--- src/rtl/voice_allocator_pkg.sv ---
// -----------------------------------------------------------------------------
// mypackage: shared types for the voice allocator and its surroundings.
//   frequency        : NCO pitch word (shared with the NCO and the note source)
//   note_key_type    : key number 0..127
//   voice_stamp_type : allocation-order stamp at its default width
//   NOTE_KEY_BITS    : width of a key number
// -----------------------------------------------------------------------------
package mypackage;

    localparam int NOTE_KEY_BITS = 7;

    typedef logic [23:0]              frequency;
    typedef logic [NOTE_KEY_BITS-1:0] note_key_type;
    typedef logic [15:0]              voice_stamp_type;

endpackage

--- src/rtl/voice_allocator_if.sv ---
// -----------------------------------------------------------------------------
// voice_allocator_if: valid/ready note-event channel into the voice allocator.
//   note_valid : source presents an event
//   note_ready : allocator accepts an event this cycle
//   note_on    : 1 = note-on, 0 = note-off
//   note_key   : key number
//   note_freq  : pitch for note-on (ignored for note-off)
// Modports: master = event source, slave = allocator.
// -----------------------------------------------------------------------------
interface voice_allocator_if;
    import mypackage::*;

    logic         note_valid;
    logic         note_ready;
    logic         note_on;
    note_key_type note_key;
    frequency     note_freq;

    modport master (output note_valid, note_on, note_key, note_freq, input note_ready);
    modport slave  (input note_valid, note_on, note_key, note_freq, output note_ready);

endinterface

--- src/rtl/voice_allocator.sv ---
// -----------------------------------------------------------------------------
// voice_allocator: assigns note events to a bank of NCO voices.
// An accepted event is compared against every voice over VOICES SCAN cycles
// (one voice per cycle), then applied in a single COMMIT cycle.
// Note-on priority: retrigger a voice already playing the key, else the
// lowest free voice, else (with stealing) the oldest active voice.
//
// Ports:
//   clock, reset  : clock, asynchronous active-high reset
//   note          : voice_allocator_if.slave event channel
//   voice_enable  : per-voice NCO gate
//   voice_freq    : per-voice NCO frequency
//   voice_restart : one-cycle pulse zeroing a voice's NCO phase
//   note_dropped  : one-cycle pulse when a note-on finds no voice
//
// Build option: define VOICE_ALLOCATOR_STEALING_EN to steal the oldest voice
// when all are busy; otherwise such a note-on is dropped.
// -----------------------------------------------------------------------------
module voice_allocator
    import mypackage::*;
#(
    parameter int VOICES     = 8,
    parameter int STAMP_BITS = $bits(voice_stamp_type)
) (
    input  logic                     clock,
    input  logic                     reset,
    voice_allocator_if.slave         note,
    output logic [VOICES-1:0]        voice_enable,
    output frequency [VOICES-1:0]    voice_freq,
    output logic [VOICES-1:0]        voice_restart,
    output logic                     note_dropped
);

    localparam int IDX_W = $clog2(VOICES);
    localparam logic [IDX_W-1:0] LAST_IDX = IDX_W'(VOICES - 1);

    localparam logic [1:0] IDLE   = 2'd0;
    localparam logic [1:0] SCAN   = 2'd1;
    localparam logic [1:0] COMMIT = 2'd2;

    logic [1:0]            state;
    logic [IDX_W-1:0]      scan_idx;
    logic [STAMP_BITS-1:0] seq;
    note_key_type          key_mem [VOICES];
    logic [STAMP_BITS-1:0] stamp   [VOICES];

    // captured event
    logic                  ev_on;
    note_key_type          ev_key;
    frequency              ev_freq;

    // scan results
    logic                  match_found, free_found, old_found;
    logic [IDX_W-1:0]      match_idx, free_idx, old_idx;
    logic [STAMP_BITS-1:0] old_age;

    logic [STAMP_BITS-1:0] cur_age;
    logic [IDX_W-1:0]      target;
    logic                  do_alloc, do_off, do_drop;

    assign note.note_ready = (state == IDLE);

    // Modular age keeps ordering correct across seq wrap-around.
    assign cur_age = seq - stamp[scan_idx];

    always_comb begin
        target   = '0;
        do_alloc = 1'b0;
        do_off   = 1'b0;
        do_drop  = 1'b0;
        if (ev_on) begin
            if (match_found) begin
                target   = match_idx;
                do_alloc = 1'b1;
            end else if (free_found) begin
                target   = free_idx;
                do_alloc = 1'b1;
            end else begin
`ifdef VOICE_ALLOCATOR_STEALING_EN
                target   = old_idx;
                do_alloc = 1'b1;
`else
                do_drop  = 1'b1;
`endif
            end
        end else if (match_found) begin
            target = match_idx;
            do_off = 1'b1;
        end
    end

`ifndef VOICE_ALLOCATOR_STEALING_EN
    // Oldest-voice tracking is still maintained but has no consumer here.
    logic unused_oldest;
    assign unused_oldest = ^{old_idx, old_found};
`endif

    always_ff @(posedge clock or posedge reset) begin
        if (reset) begin
            state         <= IDLE;
            scan_idx      <= '0;
            seq           <= '0;
            voice_enable  <= '0;
            voice_freq    <= '0;
            voice_restart <= '0;
            note_dropped  <= 1'b0;
            ev_on         <= 1'b0;
            ev_key        <= '0;
            ev_freq       <= '0;
            match_found   <= 1'b0;
            free_found    <= 1'b0;
            old_found     <= 1'b0;
            match_idx     <= '0;
            free_idx      <= '0;
            old_idx       <= '0;
            old_age       <= '0;
            for (int i = 0; i < VOICES; i++) begin
                key_mem[i] <= '0;
                stamp[i]   <= '0;
            end
        end else begin
            voice_restart <= '0;
            note_dropped  <= 1'b0;
            case (state)
                IDLE: begin
                    if (note.note_valid) begin
                        ev_on       <= note.note_on;
                        ev_key      <= note.note_key;
                        ev_freq     <= note.note_freq;
                        scan_idx    <= '0;
                        match_found <= 1'b0;
                        free_found  <= 1'b0;
                        old_found   <= 1'b0;
                        state       <= SCAN;
                    end
                end
                SCAN: begin
                    if (voice_enable[scan_idx] && key_mem[scan_idx] == ev_key && !match_found) begin
                        match_found <= 1'b1;
                        match_idx   <= scan_idx;
                    end
                    if (!voice_enable[scan_idx] && !free_found) begin
                        free_found <= 1'b1;
                        free_idx   <= scan_idx;
                    end
                    // strict '>' leaves the lower index in place on equal ages
                    if (voice_enable[scan_idx] && (!old_found || cur_age > old_age)) begin
                        old_found <= 1'b1;
                        old_idx   <= scan_idx;
                        old_age   <= cur_age;
                    end
                    if (scan_idx == LAST_IDX) state <= COMMIT;
                    else                      scan_idx <= scan_idx + 1'b1;
                end
                COMMIT: begin
                    if (do_alloc) begin
                        voice_enable[target]  <= 1'b1;
                        key_mem[target]       <= ev_key;
                        voice_freq[target]    <= ev_freq;
                        stamp[target]         <= seq;
                        voice_restart[target] <= 1'b1;
                        seq                   <= seq + 1'b1;
                    end
                    if (do_off) voice_enable[target] <= 1'b0;
                    note_dropped <= do_drop;
                    state        <= IDLE;
                end
                default: state <= IDLE;
            endcase
        end
    end

endmodule

--- src/flat_wrapper.sv ---
// flat-port wrapper written by rule: the top's interface ports become plain ports
module voice_allocator_flat import mypackage::*;
#(
    parameter int VOICES     = 8,
    parameter int STAMP_BITS = $bits(voice_stamp_type)
)
  (clock, reset, voice_enable, voice_freq, voice_restart, note_dropped, note_note_valid, note_note_on, note_note_key, note_note_freq, note_note_ready);
  voice_allocator_if note_i ();
  input  logic clock;
  input  logic reset;
  output logic [VOICES-1:0] voice_enable;
  output frequency [VOICES-1:0] voice_freq;
  output logic [VOICES-1:0] voice_restart;
  output logic note_dropped;
  input wire logic [$bits(note_i.note_valid)-1:0] note_note_valid;
  input wire logic [$bits(note_i.note_on)-1:0] note_note_on;
  input wire logic [$bits(note_i.note_key)-1:0] note_note_key;
  input wire logic [$bits(note_i.note_freq)-1:0] note_note_freq;
  output wire logic [$bits(note_i.note_ready)-1:0] note_note_ready;
  assign note_i.note_valid = note_note_valid;
  assign note_i.note_on = note_note_on;
  assign note_i.note_key = note_note_key;
  assign note_i.note_freq = note_note_freq;
  assign note_note_ready = note_i.note_ready;
  voice_allocator #(.VOICES(VOICES), .STAMP_BITS(STAMP_BITS)) u_core (.clock(clock), .reset(reset), .note(note_i), .voice_enable(voice_enable), .voice_freq(voice_freq), .voice_restart(voice_restart), .note_dropped(note_dropped));
endmodule
--- config.mk ---
export PLATFORM = sky130hd
export DESIGN_NAME = voice_allocator_flat
export DESIGN_NICKNAME = d
export VERILOG_FILES = /design/src/rtl/voice_allocator_pkg.sv /design/src/rtl/voice_allocator_if.sv /design/src/rtl/voice_allocator.sv /design/src/flat_wrapper.sv
export SDC_FILE = /design/constraint.sdc
export NUM_CORES = 1
export LEC_CHECK = 0
export BUFFER_PORTS_ARGS = -buffer_cell sky130_fd_sc_hd__buf_4
export CAP_MARGIN = 30
export CORE_ASPECT_RATIO = 2
export CORE_MARGIN = 2
export CORE_UTILIZATION = 45
export CTS_CLUSTER_DIAMETER = 200
export DETAILED_ROUTE_END_ITERATION = 8
export GPL_ROUTABILITY_DRIVEN = 0
export PLACE_DENSITY = 0.68
export SETUP_SLACK_MARGIN = 0.3
export SLEW_MARGIN = 20
export SYNTH_ARGS = -nofsm -noshare
export SYNTH_HDL_FRONTEND = slang
export SYNTH_SLANG_ARGS = --single-unit
--- constraint.sdc ---
create_clock -name clock -period 29.6 [get_ports clock]
set_input_delay 4.44 -clock clock [delete_from_list [all_inputs] [get_ports clock]]
set_output_delay 4.44 -clock clock [all_outputs]
set_load 0.03 [all_outputs]
### Word level (Yosys, flattened, before mapping)

Index checks and enable logic that the tools add are counted.

* bits in registers: 310
* input bits: 35
* word-level logic and storage cells: 109

* add/sub/neg operators: 1
* order comparisons: 6
* equality and inequality tests: 9
* multiplexer cells: 42
* bitwise gates (word level): 5
* reduce and logical (&&, ||, !) cells: 18

Operators with widths (number)
* $bwmux 192: 1
* $demux 24 s3: 1
* $bwmux 56: 1
* $mux 8: 5
* $mux 24: 1
* $bmux 7 s3: 1
* $demux 7 s3: 1
* $mux 7: 3
* $mux 3: 6
* $mux 1: 14
* $reduce_and 2->1: 5
* $reduce_and 3->1: 3
* $and 8x8->8: 1
* $ge 4x4->1 const B: 2
* $lt 3x4->1 const B: 2
* $not 3->4: 2
* $not 8->8: 1
* $or 8x8->8: 1
* $eq 7x7->1: 1
* $ne 2x1->1 const B: 3
* $pmux 3 s2: 1
* $logic_and 1x1->1: 5
* $lt 4x1->1 const B: 1
* $mux 2: 2
* 13 further kinds: 17

### Logic depth before layout (Yosys ltp)

Gate-level depths: netlist of run 1.

* depth in word-level cells: 12
* mapped depth: 11
* depth with buffers taken out: 7

### Worst setup path before layout of run 1

OpenSTA, ideal clock, no wires.

* kind: flip-flop to output port
* from: register u_core.state[0]
* to: output note_note_ready
* data arrival time: 0.882 ns
* data required time: 25.160 ns
* path slack: 24.278 ns
* cell stages (with the launch flop): 2
* cells stage by stage: dfrtp_1 -> nor2_1

* longest elaborated chain between the ends: 1

Ends and longest elaborated chain
* start: declaration: line voice_allocator.sv:41 `logic [1:0] state;`
* start signal: assignment: line voice_allocator.sv:100 `state <= IDLE;`
* start signal: assignment: line voice_allocator.sv:134 `state <= SCAN;`
* start signal: assignment: line voice_allocator.sv:152 `if (scan_idx == LAST_IDX) state <= COMMIT;`
* $logic_not 2->1: line voice_allocator.sv:61 `assign note.note_ready = (state == IDLE);`
* end: declaration: line flat_wrapper.sv:19 `output wire logic [$bits(note_i.note_ready)-1:0] note_note_ready;`

No other way between the ends.

### Final worst setup path of run 1

Same ends and word-level chain as after synthesis.

==> results of run 1 <==
worst paths after layout:
check	to	slack (ns)	cells after the start
max in group asynchronous	u_core.voice_freq[72]$_DFFE_PP0P_	24.14	4
max	note_note_ready	23.82	2
min	u_core.voice_freq[158]$_DFFE_PP0P_	0.47	2
min in group asynchronous	u_core.scan_idx[2]$_DFFE_PP0P_	3.89	2
max reg2reg	u_core.key_mem[54]$_DFFE_PP0P_	26.58	7
min reg2reg	u_core.voice_freq[158]$_DFFE_PP0P_	0.47	2
through the flow:
| stage | util | cell area [µm²] | instances | power [W] |
|---|---|---|---|---|
| detailed placement | 0.532 | 14500 | 1600 | 0.000711 |
| global placement | 0.527 | 14400 | 1594 | 0.000704 |
| global route | 0.566 | 15500 | 1648 | 0.00111 |
| CTS | 0.565 | 15400 | 1647 | 0.00107 |
| floorplan | - | 12400 | 1066 | 0.000652 |
| finish | 0.566 | 15500 | 1648 | 0.00106 |
tightest hold or removal path: stages, from the launching register on:
cell                      delay [ns]
sky130_fd_sc_hd__dfrtp_1        0.34
sky130_fd_sc_hd__nand2_1        0.05
sky130_fd_sc_hd__nand2_1        0.05
power by group:
group	switching, W	internal (W)	leakage [nW]	total (W)
combinational	0.0000928	0.0000675	3.80	0.000160
clock	0.000153	0.000205	0.437	0.000358
sequential	0.0000832	0.000461	4.26	0.000544
total	0.000329	0.000733	8.50	0.00106
state kept, by name (all words and copies together) (netlist names), 3 cells and up:
name	count
u_core.free_idx	3
u_core.key_mem	56
u_core.match_idx	3
u_core.voice_restart	8
u_core.ev_key	7
u_core.voice_enable	8
u_core.ev_freq	24
u_core.voice_freq	192
u_core.scan_idx	3
final cells by class:
type	count	area [µm²]	area share
clock inverters	7	97.6	0.00631
well taps	352	440	0.0285
inverters	11	48.8	0.00315
clock buffers	40	805	0.0520
repair buffers	261	2080	0.135
multi-input cells	667	4240	0.274
flip-flops and latches	310	7760	0.501
cell families after synthesis:
logic type      after synthesis
simple gates                441
flops                       310
mux                         186
buf+inv                      89
compound gates               34
xor+xnor                      4
fa+ha+maj                     2
per-layer routing:
metal,vias to the layer above,GRT usage
li1,3890,-
met1,4316,0.308
met2,295,0.366
met3,32,0.0527
met4,0,0.0488
met5,-,0
layout by cell type (no fill, tap or decap), types with 5 or more instances in the layout:
cell type / n
sky130_fd_sc_hd__nand2_1: 403
sky130_fd_sc_hd__dfrtp_1: 310
sky130_fd_sc_hd__buf_4: 253
sky130_fd_sc_hd__mux2_2: 160
sky130_fd_sc_hd__clkbuf_16: 27
sky130_fd_sc_hd__nor2_1: 13
sky130_fd_sc_hd__mux2i_1: 12
sky130_fd_sc_hd__mux4_2: 9
sky130_fd_sc_hd__clkbuf_8: 8
sky130_fd_sc_hd__a21oi_1: 6
sky130_fd_sc_hd__inv_1: 6
sky130_fd_sc_hd__o22a_1: 5
sky130_fd_sc_hd__clkbuf_1: 5
sky130_fd_sc_hd__buf_16: 5
==> impl.org, run 1 <==
** STA
- Of the available clock period, the critical path in the final layout requires 0.195.
- The max-slew violation count is 0.
- Static timing analysis puts the maximum clock frequency at 173 MHz.
- The number of endpoints with negative hold slack in the final report was 0.
- Worst slack on hold paths :: around 0.47 ns
- Setup tns final :: 0 ns
- For the pin with the worst max-slew slack, the measured transition is around 0.81 ns.
- Setup violations remaining at the end of the flow were counted as 0.
- Setup Skew :: 0.0145 ns
- Setup repair after global routing left no endpoint under its margin.
- Subtracting the final worst setup slack from the clock period gives roughly 5.8 ns.
- Normalized max-slew margin :: 0.458
- In the post-route analysis, the smallest setup slack over all paths is approximately 24 ns.

** Synth
- Count of mapped cells out of synthesis :: 1066
- Synthesis inferred 310 register bits.
- Compound-gate portion of the synthesized area :: 0.0194
- Simple-gate share of the synthesized area :: 0.139
- FFs w/ async S/R, synth :: 1.00
- Portion of the post-synthesis area used by sequential elements :: 0.626
- Of the total synthesized cell area, the portion taken by full adders, half adders and majority gates is 0.00202.
- Proportion of netlist area held by the largest area contributor :: 0.626
- By area, the combinational part of the netlist is dominated by multiplexers.
- sky130_fd_sc_hd__nand2_1 is the most common cell in the netlist.
- Yosys mapped the design onto 44 distinct sky130hd cell types.
- Leading cell types by count after synthesis :: 404 x sky130_fd_sc_hd__nand2_1, 310 x sky130_fd_sc_hd__dfrtp_1, 160 x sky130_fd_sc_hd__mux2_2, 31 x sky130_fd_sc_hd__buf_2, 27 x sky130_fd_sc_hd__clkbuf_1
- Mux cell area share after synthesis :: 0.177
- Post-synthesis instance area :: 12400 µm²
- Number of synthesized flops with an enable pin :: 0
- Yosys printed 0 warnings.
- Dominant cells by area after synthesis :: sky130_fd_sc_hd__dfrtp_1 63%, sky130_fd_sc_hd__mux2_2 15%, sky130_fd_sc_hd__nand2_1 12%, sky130_fd_sc_hd__mux4_2 1.6%, sky130_fd_sc_hd__buf_2 1.3%
- Most frequently used flop master after synthesis :: sky130_fd_sc_hd__dfrtp_1
- Of the total synthesized cell area, the portion taken by XOR and XNOR cells is 0.00283.
- Synthesis produced a netlist with a net count of approximately 1100.
- Of all cell types, the one taking the most synthesized area is sky130_fd_sc_hd__dfrtp_1.
- The average instance in the mapped netlist occupies roughly 12 µm².

** Detailed routing
- The detailed router placed roughly 8500 vias in this run.
- Total met2 wirelength after detailed routing :: approximately 16000 µm
- The routed design uses roughly 2600 µm of met3 wire.
- In this run the top signal layer used is met4.
- For this run, design rule violations remaining after detail routing come to 0.
- Dividing the detail-routed wire length by the instance count gives just under 20 µm.
- DR iter-0 viols :: roughly 550
- Antenna-violating nets left :: 0
- Routed Wire Length :: 32500 µm
- The first detailed-routing pass ran for 4 iterations.
- Routed length on met1 :: ~14000 µm
- Dividing the detail-routed via count by the number of cells gives roughly 5.2.

** Floorplan
- The die is ~120 µm wide.
- The floorplan step defined a die boundary enclosing slightly below 30000 µm².
- Starting Density :: 0.454
- The core region is 27300 µm².
- Height of the die :: between 200 and 250 µm
- Num rows :: 86
- 245 I/O pins were placed.

** Worst setup path
- Among cell families on the critical path, the largest total delay comes from flip-flops.
- Worst Path Required :: 25.16 ns
- Together, buffers and inverters on the worst path number 1.
- Worst endpoint data arrival time :: 1.34 ns
- The most critical setup path has its startpoint at u_core.state[0]$_DFFE_PP0P_.
- Kind of launch point of the worst setup path :: flop
- Capturing element type of the critical path :: output pin
- Cell chain of the critical path :: nor2_1 -> buf_4
- The largest single stage delay on the critical path is 0.43 ns.
- In this run the worst path has a maximum fanout of 6.
- Slowest-stage cell, CP :: sky130_fd_sc_hd__dfrtp_1
- Crit Path Class :: flop to output pin
- R2r startpoint :: u_core.match_found$_DFFE_PP0P_

** Min path
- In this run the most critical hold path is launched from u_core.voice_freq[158]$_DFFE_PP0P_.
- Classification of the worst-slack hold path :: flop to flop

** Global routing
- Wire length of the first global-routing pass :: slightly above 50000 µm
- Maximum number of pins on one net before global-route repair :: 100
- The initial antenna violation count is 0.
- Leftover overflow at the end of global routing :: 0
- Via count of the first global-routing pass :: about 8600
- Global router's overall resource usage :: 0.224

** Placed design
- Half-perimeter wire length of the detailed placement result :: roughly 21000 µm
- Port-buffer cells :: 244
- Prior to clock tree synthesis, the placed netlist has a worst setup slack of around 23 ns.

** Layout
- Share of post-route cells with drive strength above 1 :: 0.373
- 0 antenna diodes ended up in the layout.
- Relative to the synthesized area, the layout overhead comes to 24.8%.
- In the final design database the tool counted between 1000 and 1500 nets.
- After filler insertion, the fill cell instance count of the layout stands at ~2400.

** CTS
- The longest clock path from root to sink contains 3 buffers.
- The tree built by TritonCTS fans out to between 300 and 400 sinks.
- Once the clock tree was built, the setup fixing pass inserted 0 buffers.
- CTS hold repair buffers :: 0
- Total CTS buffers :: 27
- CTS built an H-tree with a depth of 1.
- At the later pin of the worst-skew pair, clock insertion delay measures 0.54 ns.
- After clock tree synthesis, the clock-pin slew on the worst setup and hold paths is roughly 0.07 ns.
- Cells resized by post-CTS repair :: 0
- Clock root cell :: sky130_fd_sc_hd__clkbuf_16
- TritonCTS built the clock tree.

** Pwr
- IR analysis of the VDD net gives a maximum drop of around 67 µV.
- Leakage Power :: around 8.5 nW
- Power spread over the standard cell area amounts to between 60 and 70 nW/µm².

** Run status
- The flow ran to the end, and the final reports show no timing, DRC or antenna violations.

** Run
- Max-cap violations in this run came to 0.
(Power assumes the default switching activity.)
==> run 2, diff against run 1 <==
Settings changed: PLACE_DENSITY 0.68 to 0.71.
Clock period 29.6 ns to 5.2 ns, I/O delays scaled along.
==> run 2 against run 1 <==
Net effect:
- largest power group unchanged
- critical path depth grew 5
- wire length up 1.5%
- highest routed layer unchanged
- sequential cell count did not move
- combinational power rose to 5.5 times the previous value
- final cell count grew 0.12%
- global-route usage up 0.28 points
- utilization rose by 0.33 points
- hold slack worse by 0.071 ns
- design area increased by 0.58%
==> impl.org, run 2 (synthesis gave the netlist of run 1 again) <==
** Worst setup path
- Worst endpoint data arrival time :: around 3.6 ns
- The worst register-to-register path begins at u_core.free_found$_DFFE_PP0P_.
- Max stage delay on crit path :: 0.81 ns
- STA puts the critical path data required time at around 5.6 ns.
- Kind of launch point of the worst setup path :: flop
- The worst setup path is of the flop to flop kind.
- The critical path contains buffers and inverters numbering 2 combined.
- The largest individual stage delay along the critical path comes from the cell sky130_fd_sc_hd__clkinv_1.
- Of all nets on the critical path, the largest fanout is 31.
- The worst register-to-register path ends at u_core.key_mem[34]$_DFFE_PP0P_.
- Capturing element type of the critical path :: flop
- The worst register-to-register path has a setup slack of 2.08 ns.
- In this design, the largest share of critical-path delay is due to buffers and inverters.
- Cell depth of the worst flop-to-flop path :: 7
- Walking the worst path, the cells encountered are nand3_1 -> o21ai_0 -> nor2_1 -> nand2_1 -> buf_4 -> clkinv_1 -> mux2_2.

** Placed design
- Half-perimeter wire length of the detailed placement result :: between 20000 and 25000 µm
- Pre-CTS setup slack :: 2.15 ns
- Port buffering added roughly 240 buffers.

** Pwr
- P_sw :: between 0.0015 and 0.002 W
- Of the total power, combinational logic draws 0.140.
- Part of the total power dissipated in the clock network :: 0.362
- Worst vdd ir :: around 270 µV
- The share of total power dissipated in sequential elements is 0.497.
- In this run the static leakage power is roughly 8.5 nW.
- For this design the ratio of total power to cell area is ~400 nW/µm².
- Overall power consumption after layout is estimated at 0.00631 W.
- Of the total power, the share spent switching nets is 0.304.
- Internal cell power :: around 0.0044 W

** Floorplan
- Die boundary width :: approximately 120 µm
- The floorplan step defined a die boundary enclosing around 29000 µm².
- Pin placement for this block handled roughly 250 I/O pins.
- From bottom edge to top edge, the die measures roughly 240 µm.
- Core footprint :: between 20000 and 30000 µm²
- Starting Density :: 0.454
- In this run the core area contains between 80 and 90 standard-cell rows.

** STA
- Normalized max-slew margin :: 0.355
- Worst slack on hold paths :: 0.403 ns
- Setup Skew :: around 0.017 ns
- The number of endpoints with negative hold slack in the final report came to 0.
- Counting I/O delays and the setup requirement, the final critical path takes ~3.1 ns.
- For the pin with the worst max-slew slack, the measured transition is 0.968 ns.
- Setup repair after global routing left no endpoint under its margin.
- In the post-route analysis, the smallest setup slack over all paths is a little over 2 ns.
- Maximum operating frequency :: approximately 320 MHz
- Share of the clock period used by the worst path :: 0.601
- The max-slew violation count came to 0.
- Setup violations remaining at the end of the flow were counted as 0.
- For the final routed database, the setup TNS stands at 0 ns.

** Detailed routing
- The count of nets left with antenna violations once routing finished came out at 0.
- The final layout contains routed wiring with a total length of ~33000 µm.
- In this run, the number of DRC markers left after iteration 0 of detailed routing was 640.
- Total DRC errors in the routed layout :: 0
- Post-detailed-route via-to-cell ratio :: ~5.2
- Summing over every cut layer, the via total after detailed routing is around 8600.
- DR pass1 iterations :: 5
- Wire length per cell :: 20.0 µm

** CTS
- Cells resized by post-CTS repair :: 0
- In this run the clock root is driven by a sky130_fd_sc_hd__clkbuf_16.
- In this run the number of H-tree levels came out at 1.
- Buffers inserted to repair hold after CTS numbered 0.
- TritonCTS created 28 clock buffers.
- The clock passes through at most 3 buffers.
- CTS tree :: done
- Clock latency on the worst-skew pair, taken at its later pin, is between 0.5 and 0.6 ns.
- Clock input transition at the sequential cells of the worst setup and hold paths :: around 0.06 ns
- Total setup buffers inserted after CTS :: 0
- TritonCTS sink count :: 310

** Global routing
- In this run the most used layer during global routing was met2.
- For this run, global-route usage on met3 was measured as 0.0580.
- The first global-routing pass estimated between 50000 and 60000 µm of wire.
- Met1 Usage GRT :: 0.291
- Global router's overall resource usage :: 0.227
- Maximum number of pins on one net before global-route repair :: roughly 170
- In the global route stage, met2 resource usage came out at 0.379.
- The initial antenna violation count came to 0.
- Leftover overflow at the end of global routing :: 0
- The number of global-route vias before repair was 8810.

** Run status
- The run finished with clean final reports.

** Layout
- The final layout contains roughly 1300 nets.
- Of the cells placed in the final design, the portion with a size suffix greater than 1 is 0.374.
- Top reg by flops :: u_core.voice_freq
- The library cell used most frequently in the layout, excluding fill and tap cells, is sky130_fd_sc_hd__nand2_1.
- Most used cells in the layout excluding fill and tap cells :: 403 x sky130_fd_sc_hd__nand2_1, 310 x sky130_fd_sc_hd__dfrtp_1, 253 x sky130_fd_sc_hd__buf_4
- 0 antenna diodes ended up in the layout.
- Biggest regs :: u_core.voice_freq x192, u_core.key_mem x56, u_core.ev_freq x24
- Post-synthesis to final-layout area growth :: 25.5%
- Largest register FFs :: roughly 190

** Min path
- Classification of the worst-slack hold path :: input port to asynchronous set/reset pin

** Run
- Across the run, the number of max-cap violations was 0.
==> run 2: worst min-delay path, cell delays in order <==
cell,delay [ns]
sky130_fd_sc_hd__buf_4,0.12
sky130_fd_sc_hd__clkinvlp_4,0.10
sky130_fd_sc_hd__buf_12,0.44
==> run 2: cell type report <==
class | count | area (µm²)
Fill cell | 2295 | 11800
Sequential cell | 310 | 7760
Multi-Input combinational cell | 667 | 4240
Timing Repair Buffer | 259 | 2050
Clock buffer | 37 | 806
Tap cell | 352 | 440
Clock inverter | 14 | 225
Inverter | 11 | 45.0
==> run 2: layer usage <==
layer,part of all wire,vias to the layer above
li1,-,3890
met1,0.40,4330
met2,0.49,329
met3,0.082,62
met4,0.028,0
met5,0,-
==> run 2: per-stage QoR <==
stage	util	instances	area, µm²
floorplan	-	1066	12400
global placement	0.528	1595	14400
detailed placement	0.532	1599	14500
CTS	0.569	1650	15600
global route	0.569	1650	15600
finish	0.569	1650	15600
==> run 2: worst max-delay path by stage <==
stage	slack, ns	to	depth (start not counted)	start
4_1_cts	2.10	u_core.key_mem[50]$_DFFE_PP0P_	7	u_core.match_found$_DFFE_PP0P_
3_3_place_gp	1.80	u_core.key_mem[50]$_DFFE_PP0P_	6	u_core.match_found$_DFFE_PP0P_
5_1_grt	1.86	u_core.key_mem[34]$_DFFE_PP0P_	7	u_core.free_found$_DFFE_PP0P_
3_5_place_dp	2.15	u_core.match_idx[2]$_DFFE_PP0P_	7	u_core.scan_idx[0]$_DFFE_PP0P_
2_1_floorplan	0.29	u_core.ev_freq[0]$_DFFE_PP0P_	1	reset
6_report	2.08	u_core.key_mem[34]$_DFFE_PP0P_	7	u_core.free_found$_DFFE_PP0P_
==> run 2: power by group through the flow <==
stage / logic [W] / registers, W / clock network [W]
global route: 0.000976 / 0.00318 / 0.00243
CTS: 0.000891 / 0.00313 / 0.00233
floorplan: 0.000856 / 0.00286 / 0
detailed placement: 0.000888 / 0.00318 / 0
global placement: 0.000862 / 0.00316 / 0
finish: 0.000885 / 0.00314 / 0.00229
